## config.mk

```make
export PLATFORM = sky130hd
export DESIGN_NAME = code_lock_ctrl
export DESIGN_NICKNAME = d
export VERILOG_FILES = /design/src/rtl/code_lock_pkg.sv /design/src/rtl/button_edge_enc.sv /design/src/rtl/code_lock_ctrl.sv
export SDC_FILE = /design/constraint.sdc
export NUM_CORES = 1
export LEC_CHECK = 0
export CORE_MARGIN = 2
export CORE_UTILIZATION = 55
export CTS_CLUSTER_SIZE = 16
export DETAILED_ROUTE_END_ITERATION = 8
export GPL_ROUTABILITY_DRIVEN = 1
export GPL_TIMING_DRIVEN = 0
export PLACE_DENSITY = 0.75
export SYNTH_ARGS = -nofsm -noshare
export SYNTH_HDL_FRONTEND = slang
export SYNTH_SLANG_ARGS = --single-unit
```

## constraint.sdc

```tcl
create_clock -name Clk -period 3.3 [get_ports Clk]
set_input_delay 0.495 -clock Clk [delete_from_list [all_inputs] [get_ports Clk]]
set_output_delay 0.495 -clock Clk [all_outputs]
set_load 0.005 [all_outputs]
```

## src/rtl/code_lock_pkg.sv

```systemverilog
// Shared types and constants for the colour-button code lock.
package code_lock_pkg;

  // Controller states
  typedef enum logic [2:0] {
    ST_IDLE    = 3'd0,
    ST_ENTRY   = 3'd1,
    ST_CHECK   = 3'd2,
    ST_OPEN    = 3'd3,
    ST_PROG    = 3'd4,
    ST_LOCKOUT = 3'd5
  } state_e;

  typedef logic [1:0] sym_t;

  localparam sym_t SYM_R = 2'b01;
  localparam sym_t SYM_G = 2'b10;
  localparam sym_t SYM_B = 2'b11;

  localparam int CODE_LEN = 4;

  // Element [0] is the first symbol entered
  typedef logic [CODE_LEN-1:0][1:0] code_t;

  // R, B, G, R in entry order
  localparam code_t DEFAULT_CODE = {SYM_R, SYM_G, SYM_B, SYM_R};

  // Down-counter width for a count of n cycles (loaded with n-1), never 0
  function automatic int cnt_w(input int n);
    return (n > 1) ? $clog2(n) : 1;
  endfunction

endpackage

```

## src/rtl/button_edge_enc.sv

```systemverilog
// Press detection for S/R/G/B: rising edges and colour symbol encoding.
module button_edge_enc
  import code_lock_pkg::*;
(
  input  logic Clk,
  input  logic Rst,
  input  logic s,
  input  logic r,
  input  logic g,
  input  logic b,
  output sym_t sym,
  output logic sym_valid,
  output logic sym_invalid,
  output logic s_press
);

  logic [3:0] prev_q;
  logic       r_e, g_e, b_e;

  // Previous-cycle button levels
  always_ff @(posedge Clk) begin
    if (Rst) prev_q <= '0;
    else     prev_q <= {s, r, g, b};
  end

  assign s_press = s & ~prev_q[3];
  assign r_e     = r & ~prev_q[2];
  assign g_e     = g & ~prev_q[1];
  assign b_e     = b & ~prev_q[0];

  // Encode a single colour edge; two or more colour edges form one bad symbol
  always_comb begin
    sym       = 2'b00;
    sym_valid = 1'b0;
    case ({r_e, g_e, b_e})
      3'b100:  begin sym = SYM_R; sym_valid = 1'b1; end
      3'b010:  begin sym = SYM_G; sym_valid = 1'b1; end
      3'b001:  begin sym = SYM_B; sym_valid = 1'b1; end
      default: begin sym = 2'b00; sym_valid = 1'b0; end
    endcase
    sym_invalid = (r_e & g_e) | (r_e & b_e) | (g_e & b_e);
  end

endmodule

```

## src/rtl/code_lock_ctrl.sv

```systemverilog
// Code lock sequencer: entry sessions, check, unlock window, reprogramming
// while open, and failure lockout.
module code_lock_ctrl
  import code_lock_pkg::*;
#(
  parameter int UNLOCK_CYCLES  = 8,
  parameter int LOCKOUT_CYCLES = 16,
  parameter int MAX_FAILS      = 3
) (
  input  logic       Clk,
  input  logic       Rst,
  input  logic       S,
  input  logic       R,
  input  logic       G,
  input  logic       B,
  input  logic       P,
  output logic       U,
  output logic       Locked,
  output logic       Fail,
  output logic [1:0] FailCnt
);

  localparam int UW = cnt_w(UNLOCK_CYCLES);
  localparam int LW = cnt_w(LOCKOUT_CYCLES);

  localparam logic [UW-1:0] U_LOAD = UW'(UNLOCK_CYCLES - 1);
  localparam logic [LW-1:0] L_LOAD = LW'(LOCKOUT_CYCLES - 1);
  localparam logic [1:0]    FAIL_MAX = 2'(MAX_FAILS);

  sym_t sym;
  logic sym_valid, sym_invalid, s_press;

  button_edge_enc u_enc (
    .Clk         (Clk),
    .Rst         (Rst),
    .s           (S),
    .r           (R),
    .g           (G),
    .b           (B),
    .sym         (sym),
    .sym_valid   (sym_valid),
    .sym_invalid (sym_invalid),
    .s_press     (s_press)
  );

  state_e          state_q, state_d;
  logic [1:0]      idx_q, idx_d;
  logic            mm_q, mm_d;
  logic [1:0]      pidx_q, pidx_d;
  code_t           shadow_q, shadow_d;
  code_t           code_q, code_d;
  logic [1:0]      fcnt_q, fcnt_d;
  logic [UW-1:0]   ucnt_q, ucnt_d;
  logic [LW-1:0]   lcnt_q, lcnt_d;
  logic [1:0]      fcnt_inc;

  assign fcnt_inc = fcnt_q + 2'd1;

  // State and datapath registers
  always_ff @(posedge Clk) begin
    if (Rst) begin
      state_q  <= ST_IDLE;
      idx_q    <= '0;
      mm_q     <= 1'b0;
      pidx_q   <= '0;
      shadow_q <= '0;
      code_q   <= DEFAULT_CODE;
      fcnt_q   <= '0;
      ucnt_q   <= '0;
      lcnt_q   <= '0;
    end else begin
      state_q  <= state_d;
      idx_q    <= idx_d;
      mm_q     <= mm_d;
      pidx_q   <= pidx_d;
      shadow_q <= shadow_d;
      code_q   <= code_d;
      fcnt_q   <= fcnt_d;
      ucnt_q   <= ucnt_d;
      lcnt_q   <= lcnt_d;
    end
  end

  // Next-state logic
  always_comb begin
    state_d  = state_q;
    idx_d    = idx_q;
    mm_d     = mm_q;
    pidx_d   = pidx_q;
    shadow_d = shadow_q;
    code_d   = code_q;
    fcnt_d   = fcnt_q;
    ucnt_d   = ucnt_q;
    lcnt_d   = lcnt_q;

    case (state_q)
      ST_IDLE: begin
        if (s_press) begin
          state_d = ST_ENTRY;
          idx_d   = '0;
          mm_d    = 1'b0;
        end
      end

      ST_ENTRY: begin
        // S wins over a colour in the same cycle; the colour is dropped
        if (s_press) begin
          idx_d = '0;
          mm_d  = 1'b0;
        end else if (sym_valid || sym_invalid) begin
          if (sym_invalid || (sym != code_q[idx_q])) mm_d = 1'b1;
          idx_d = idx_q + 2'd1;
          if (idx_q == 2'd3) state_d = ST_CHECK;
        end
      end

      ST_CHECK: begin
        if (!mm_q) begin
          state_d = ST_OPEN;
          fcnt_d  = '0;
          ucnt_d  = U_LOAD;
        end else begin
          fcnt_d = fcnt_inc;
          if (fcnt_inc == FAIL_MAX) begin
            state_d = ST_LOCKOUT;
            lcnt_d  = L_LOAD;
          end else begin
            state_d = ST_IDLE;
          end
        end
      end

      ST_OPEN: begin
        // Program request beats expiry of the unlock window
        if (P) begin
          state_d = ST_PROG;
          pidx_d  = '0;
        end else if (ucnt_q == '0) begin
          state_d = ST_IDLE;
        end else begin
          ucnt_d = ucnt_q - 1'b1;
        end
      end

      ST_PROG: begin
        if (s_press) begin
          state_d = ST_IDLE;
        end else if (sym_valid) begin
          shadow_d[pidx_q] = sym;
          pidx_d = pidx_q + 2'd1;
          if (pidx_q == 2'd3) begin
            code_d  = shadow_d;
            state_d = ST_IDLE;
          end
        end
      end

      ST_LOCKOUT: begin
        if (lcnt_q == '0) begin
          state_d = ST_IDLE;
          fcnt_d  = '0;
        end else begin
          lcnt_d = lcnt_q - 1'b1;
        end
      end

      default: state_d = ST_IDLE;
    endcase
  end

  assign U       = (state_q == ST_OPEN);
  assign Locked  = (state_q == ST_LOCKOUT);
  assign Fail    = (state_q == ST_CHECK) && mm_q;
  assign FailCnt = fcnt_q;

endmodule

```

==> metrics.txt <==
EDFF count, synth 0; starting density of the core 57.8%; slowest stage delay, CP 0.56 ns; vias in the first global route 1,474; Clk Latency, worst-skew pair 0.34 ns; sequential area share after synthesis 35.8%; hold path startpoint code_q[7]; largest net degree at the start of global routing 11; RSZ-0062 raised after global routing no; clk slew on worst S/H paths 0.10 ns; post-synth cell types 51; f_max 0.428 GHz; Power Total 817 uW; final setup violation count 0; critical path capture point type output port; pwr dens 374 mW/mm2; Critical Path Start Type register; clock network fraction of total power 32.5%; multi-input combinational cell area 0.00113 mm2; gr ovfl total 0; I/O Pins 12; top_reg_cell synth dfxtp_1; gpl congestion 0.799; async set or reset register ratio after synthesis 0%; Filler Cell Count 296; Routed Antenna Nets 0; std cell rows 21; clk sinks 35; synth warn 0; dpl hpwl 2730 um; status finished, final reports clean; post-synthesis cell area 0.00196 mm2; Buf/Inv on CP 2; count of pins over their slew limit 0; CTS resizes 0; DRC Markers 0; drt initial violations 54; CTS tree built; H-tree depth 2; first-pass GRT wire length 6580 um; nets 256; core region area 0.00339 mm2; post-synthesis area per instance 8.79 um2; Worst Tran Pin Value 0.593 ns; Register Area 701 um2; FF-to-FF Start idx_q[0]; GRT Overall Usage 21.0%; Die Area 0.00406 mm2; minimum clock period 2.34 ns; Chip Height 63.7 um; CP arrival 1.84 ns; Seq pwr share 53.7%; Root Driver clkbuf_4; post-route clock period utilization 70.8%; Inserted Clock Buffers 5; Synth Register Bits 35; IR drop worst, VDD 240 uV; drt wl/cell 13.0 um; Post-CTS Setup Inserts 0; critical path type register to output port; max-cap violations 0; P&R area growth vs syn 11.6%; Clock Skews 0.00347 ns; Hold Buf Count CTS 0; HP Class register to register; vias per cell 5.37; Die W 63.7 um; Final Hold Viols 0; critical-path maximum fanout 10; Routed WL 3740 um; initial antenna violation count 0; share of layout cells above drive strength 1 15.4%; crit-path cells clkbuf_1 -> nor3_1 -> clkdlybuf4s50_1; sw frac 26.0%; synthesized instance count 223; PortBufs 10; Detailed Routing Iterations Pass 1 5; CP startpoint state_q[0]; Crit-path slowest cell clkdlybuf4s50_1; critical path required time 2.80 ns; DR vias 1,541; Pleak 0.000777 uW; Slew HR 60.4%; Post-Syn Nets 239; Pint 604 uW; delay-heaviest family, CP buffers and inverters; Sw Pwr 213 uW; Setup TNS 0 ns; Combinational Power Share 13.8%; Inserted Diodes 0; Max clock buf depth 2
[cells by family (layout without fill, tap and decap cells)]
family	Yosys count	after routing	share of synthesized area, %
adders and majority gates	9	9	5.75
and+or+nand+nor	93	93	26.4
muxes	6	6	4.34
AOI/OAI and AO/OA	50	50	17.2
xor gates and xnor gates	7	7	3.90
buffers and inverters	23	41	6.64
DFF	35	35	35.8
[layout by cell type (no fill, tap or decap), types with 8 or more instances in the layout]
cell type        instances
ha_1                     9
clkdlybuf4s50_1         10
o21ai_0                 10
a21oi_1                 22
dfxtp_1                 35
nand2_1                 23
inv_1                    8
nor2_1                  24
[per-stage QoR]
stage	area [um2]	hold WS (ns)	worst slack, ns	std cells	utilization [%]
detailed placement	2120	0.447	0.996	279	62.5
global placement	2120	0.440	1.02	279	62.5
CTS	2190	0.462	0.942	287	64.5
floorplan	1960	0.430	1.55	223	-
finish	2190	0.461	0.965	287	64.5
global route	2190	0.483	0.817	287	64.5
[final cells by class]
type	instances	share of cell area, %
buffer	14	4.41
clock buffer	8	3.15
inverter	9	1.55
multi-input combinational	165	51.6
sequential	35	32.1
tap	46	2.63
timing repair buffer	10	4.58
[cells in the mapped netlist, types with 2 or more instances]
cell type	n	area, um2
a211o_1	4	35.0
a211oi_1	2	15.0
a211oi_2	3	37.5
a21oi_1	22	110
a311oi_1	3	26.3
and2_1	3	18.8
buf_2	2	10.0
buf_4	3	22.5
buf_6	4	45.0
clkbuf_1	5	18.8
dfxtp_1	35	701
ha_1	9	113
inv_1	8	30.0
mux2i_1	4	40.0
mux4_2	2	45.0
nand2_1	23	86.3
nand2b_1	5	31.3
nand3_1	6	30.0
nand3b_1	2	15.0
nor2_1	24	90.1
nor2b_1	6	37.5
nor2b_4	2	27.5
nor3_1	5	25.0
nor4b_1	2	17.5
o21ai_0	10	50.1
xnor2_1	3	26.3
xor2_1	2	17.5
[power by group through the flow]
stage               Combinational, uW  Sequential, uW  Clock [uW]
floorplan                        87.6             447           0
global placement                  111             448           0
detailed placement                112             448           0
CTS                               112             439         275
global route                      126             440         286
finish                            113             438         266
[layer usage]
metal	share of wire [%]	global-route usage, %	routed length, um
met1	52	28.1	1940
met2	44	33.0	1650
met3	2.6	4.82	97
met4	1.5	7.34	58
met5	0	0	0
[flip-flops by register name (all words and copies together), names as in the netlist]
register	cells
u_enc.prev_q	4
FailCnt	2
pidx_q	2
mm_q	1
lcnt_q	4
code_q	8
shadow_q	6
idx_q	2
ucnt_q	3
state_q	3
[worst reg2reg max path, delay by kind of cell, from the launching register on]
family             cells  cell delay (ns)
muxes                  2             0.74
DFF                    1             0.44
AOI/OAI and AO/OA      2             0.34
and+or+nand+nor        1             0.14
[worst paths after layout]
check              endpoint  slack, ns  cells after the start
setup / recovery       Fail       0.96                      3
setup reg to reg       mm_q       1.57                      5
hold reg to reg   code_q[7]       0.46                      2
hold / removal    code_q[7]       0.46                      2
(Power assumes the default switching activity.)
==> RTL edit 1, RTL diff (same settings) <==
The 6 states of `state_e` get a one-hot encoding in 6 bits.
--- a/src/rtl/code_lock_pkg.sv
+++ b/src/rtl/code_lock_pkg.sv
@@ -4,9 +4,9 @@
   // Controller states
-  typedef enum logic [2:0] {
-    ST_IDLE    = 3'd0,
-    ST_ENTRY   = 3'd1,
-    ST_CHECK   = 3'd2,
-    ST_OPEN    = 3'd3,
-    ST_PROG    = 3'd4,
-    ST_LOCKOUT = 3'd5
+  typedef enum logic [5:0] {
+    ST_IDLE    = 6'b000001,
+    ST_ENTRY   = 6'b000010,
+    ST_CHECK   = 6'b000100,
+    ST_OPEN    = 6'b001000,
+    ST_PROG    = 6'b010000,
+    ST_LOCKOUT = 6'b100000
   } state_e;
Behaviour: no difference found for any inputs over 10 cycles, from zero or initial values and one cycle with Rst high; not proved beyond that.
==> RTL edit 1 against the original RTL <==
Clock skew rose by 0.0060 ns; power rose by 5.8%; setup slack got worse by 0.42 ns; sequential cell count rose by 3; area after synthesis rose by 3.2%; design area rose by 3.8%; non-clock buffer count fell by 3; wire length rose by 12%; die area rose by 3.0%; synthesized cell count rose by 0.45%; combinational power fell by 19%; largest power group unchanged.
==> RTL edit 1: results (changes against the original RTL) <==
finalHoldWorstSlack_ns: 0.4832  # +0.02191 ns
comb.multi_input.count: 161  # -2.4%
multi_input_comb_area_um2: 1166  # +3.3%
final.fill_count: 331  # +12%
synth.area.mux_share_pct: 9.468  # +5.1 points
switching_share_pct: 25.03  # -1.0 points
synth_sequential_area_ratio_pct: 37.62  # +1.9 points
clock-root-buffer: "sky130_fd_sc_hd__clkbuf_8"
synthesized_net_count: 240  # +0.42%
met3_wirelength_um: 159  # +64%
wl_met2_um: 1961  # +19%
count_of_plain_and_timing_repair_buffers_in_the_layout: 21  # -13%
drt-met1-wl_um: 1995  # +2.8%
share_of_layout_cells_above_drive_strength_1_pct: 8.678  # -6.7 points
status: "completed"
finClkSkew_ns: 0.009515  # +0.006041 ns
crit-reg2reg-capture: "lcnt_q[3]"
count_of_input_and_output_buffers: 11  # +1
reg2reg_start: "state_q[0]"
routed_wire_length_per_instance_um: 14.42  # +11%
grt_use_total_pct: 22.36  # +1.4 points
yosys.cell_types.count: 47  # -7.8%
slowest_delay_ns: 0.59  # +0.03 ns
global_route_wire_length_before_repair_um: 7196  # +9.3%
p_leak_nw: 0.7990  # +2.9%
synth_xor_area_share_pct: 1.733  # -2.2 points
placement.setup.worst_slack_ns: 0.5040  # -0.4919 ns
netlist_top_cells_count: "sky130_fd_sc_hd__dfxtp_1 (38), sky130_fd_sc_hd__nor2_1 (17), sky130_fd_sc_hd__inv_1 (15), sky130_fd_sc_hd__mux2i_1 (11), sky130_fd_sc_hd__nor2b_1 (11)"
power.ir.vdd_worst_v: 0.0001859  # -23%
clock_slew_at_the_register_clock_pins_of_the_worst_setup_and_hold_paths_ns: 0.07  # -0.03 ns
dpl.cell_count: 283  # +1.4%
syn-instance-count: 224  # +0.45%
ys_ff_latch: 38  # +8.6%
clk_buf: 7  # -1
synth-compound-area-share_pct: 17.70  # +0.52 points
critPathSlowestCell: "sky130_fd_sc_hd__or4_1"
fin_nets: 258  # +0.78%
## RTL edit 1: cell count changes after synthesis, sizes merged, moves of 4 or more
| cell | delta |
|---|---|
| a21oi | -14 |
| nand2 | -14 |
| nor2 | -9 |
| buf | -8 |
| mux2i | +8 |
| a31oi | +6 |
| inv | +6 |
| o21ai | -5 |
| a2111oi | +4 |
| and2 | -4 |
| clkbuf | +4 |
## RTL edit 1: power groups by stage
stage          clock [mW]  combinational [mW]  sequential [mW]
6_report            0.305              0.0911            0.468
5_1_grt             0.329               0.100            0.469
4_1_cts             0.307              0.0905            0.468
3_5_place_dp            0              0.0897            0.479
3_3_place_gp            0              0.0893            0.478
2_1_floorplan           0              0.0652            0.478
## RTL edit 1: per-layer routing
metal	GRT usage [%]	vias up
li1	-	853
met4	8.245	0
met3	5.729	5
met2	36.98	27
met1	28.16	795
met5	0	-
==> RTL edit 2, RTL diff (same flow settings) <==
Without the edit above. The parameter `UNLOCK_CYCLES` goes from 8 to 7.
--- a/src/rtl/code_lock_ctrl.sv
+++ b/src/rtl/code_lock_ctrl.sv
@@ -5,3 +5,3 @@
 #(
-  parameter int UNLOCK_CYCLES  = 8,
+  parameter int UNLOCK_CYCLES  = 7,
   parameter int LOCKOUT_CYCLES = 16,
Function: same outputs for any inputs over 10 cycles, from zero or initial values and one cycle with Rst high; that may be too few to reach the edited logic, so the function may still have changed.
==> RTL edit 2 against the original RTL <==
Design area shrank 1.3%; die area is 0.66% lower; power decreased by 5.3%; setup slack improved by 0.020 ns; sequential cell count stayed put; area after synthesis decreased by 0.70%; critical path depth stayed put; first-iteration DRC count rose to 2.6 times the old value; wire length rose by 2.6%; largest cell class unchanged.
==> RTL edit 2: results (changes against the original RTL) <==
hold_path_end: "shadow_q[2]"
netlist_top_cells_count: "sky130_fd_sc_hd__dfxtp_1 (35), sky130_fd_sc_hd__nand2_1 (22), sky130_fd_sc_hd__a21oi_1 (21), sky130_fd_sc_hd__nor2_1 (21), sky130_fd_sc_hd__o21ai_0 (12)"
yosys.cell_types.count: 46  # -9.8%
vias_in_the_first_global_route: 1530  # +3.8%
multi_input_combinational_area_share_pct: 51.86  # +0.22 points
h-tree-depth: 2  # unchanged
detailroute.via_count: 1576  # +2.3%
synth.top_cell.area_share_pct: 36.01  # +0.25 points
seq_share_pct: 32.48  # +0.43 points
synth-compound-area-share_pct: 17.94  # +0.76 points
synthTopCellsByArea: "sky130_fd_sc_hd__dfxtp_1 (36%), sky130_fd_sc_hd__ha_1 (5.8%), sky130_fd_sc_hd__a21oi_1 (5.4%), sky130_fd_sc_hd__nand2_1 (4.2%), sky130_fd_sc_hd__nor2_1 (4.1%)"
drt_first_iter_violations: 140  # +160%
synth_sequential_area_ratio_pct: 36.01  # +0.25 points
timing.max_slew.rel_slack_pct: 61.47  # +1.0 points
synthesized_net_count: 240  # +0.42%
count_of_plain_and_timing_repair_buffers_in_the_layout: 23  # -4.2%
min_delay_path_depth: 2  # unchanged
synth_xor_area_share_pct: 3.537  # -0.36 points
fin_nets: 257  # +0.39%
critical_path_arrival_ns: 1.82  # -0.02 ns
crit_start: "state_q[1]"
synth.area.mux_share_pct: 4.373  # +0.031 points
finClkSkew_ns: 0.01128  # +0.007805 ns
drtPass1Iterations: 4  # -1
worst_r2r_path_depth: 5  # unchanged
cts_setup_buffers: 0  # unchanged
layout.non_clock_inverters: 10  # +1
final.fill_count: 309  # +4.4%
dp_hpwl_um: 2771  # +1.7%
cts_made_buffers: 5  # unchanged
signal_buf_overhead_pct: 8.759  # -0.23 points
gpl.final_weighted_congestion: 0.8034  # +0.55%
status: "completed"
routed_wire_length_per_instance_um: 13.33  # +2.2%
synth-adder-area-share_pct: 5.788  # +0.041 points
synthArstFlopShare_pct: 0  # unchanged
grt_start_max_net_pins: 12  # +1
grt_use_total_pct: 21.74  # +0.78 points
critical_path.max_fanout: 8  # -2
antennaDiodeCount: 0  # unchanged
comb.multi_input.count: 166  # +0.61%
clk_buf: 6  # -2
share_of_layout_cells_above_drive_strength_1_pct: 14.05  # -1.3 points
route.final.wire_length_um: 3838  # +2.6%
cpLargestDelayFamily: "buffers and inverters"
regToRegSetupSlack_ns: 1.53  # -0.04 ns
final-clk-cell-share_pct: 2.494  # -0.65 points
power.ir.vdd_worst_v: 0.0002662  # +11%
reg2reg_start: "idx_q[1]"
dpl.cell_count: 280  # +0.36%
p_leak_nw: 0.7453  # -4.1%
clock_slew_at_the_register_clock_pins_of_the_worst_setup_and_hold_paths_ns: 0.11
global_route_wire_length_before_repair_um: 6927  # +5.2%
worstHoldStart: "shadow_q[2]"
syn-instance-count: 224  # +0.45%
[RTL edit 2: where the power goes]
part           total [mW]  switching [mW]  leakage (nW)  internal, mW
sequential          0.440         0.00973         0.284         0.430
clock               0.228           0.146        0.0282        0.0822
combinational       0.106          0.0625         0.433        0.0431
total               0.774           0.218         0.745         0.555
[RTL edit 2: per-layer routing]
metal	vias up	wire length [um]	GRT usage, %
met5	-	0	0
met4	0	38	8.424
met3	4	134	5.000
met2	25	1768	34.74
met1	735	1897	28.43
li1	812	-	-
[RTL edit 2: stage by stage]
| stage | hold slack (ns) | area [um^2] | setup WS, ns | util (%) |
|---|---|---|---|---|
| 6_report | 0.4566 | 2157 | 0.9842 | 64.14 |
| 5_1_grt | 0.4825 | 2157 | 0.8790 | 64.14 |
| 4_1_cts | 0.4607 | 2157 | 0.9700 | 64.14 |
| 3_5_place_dp | 0.4450 | 2103 | 0.9428 | 62.54 |
| 3_3_place_gp | 0.4406 | 2103 | 0.9821 | 62.54 |
| 2_1_floorplan | 0.4298 | 1946 | 1.550 | - |
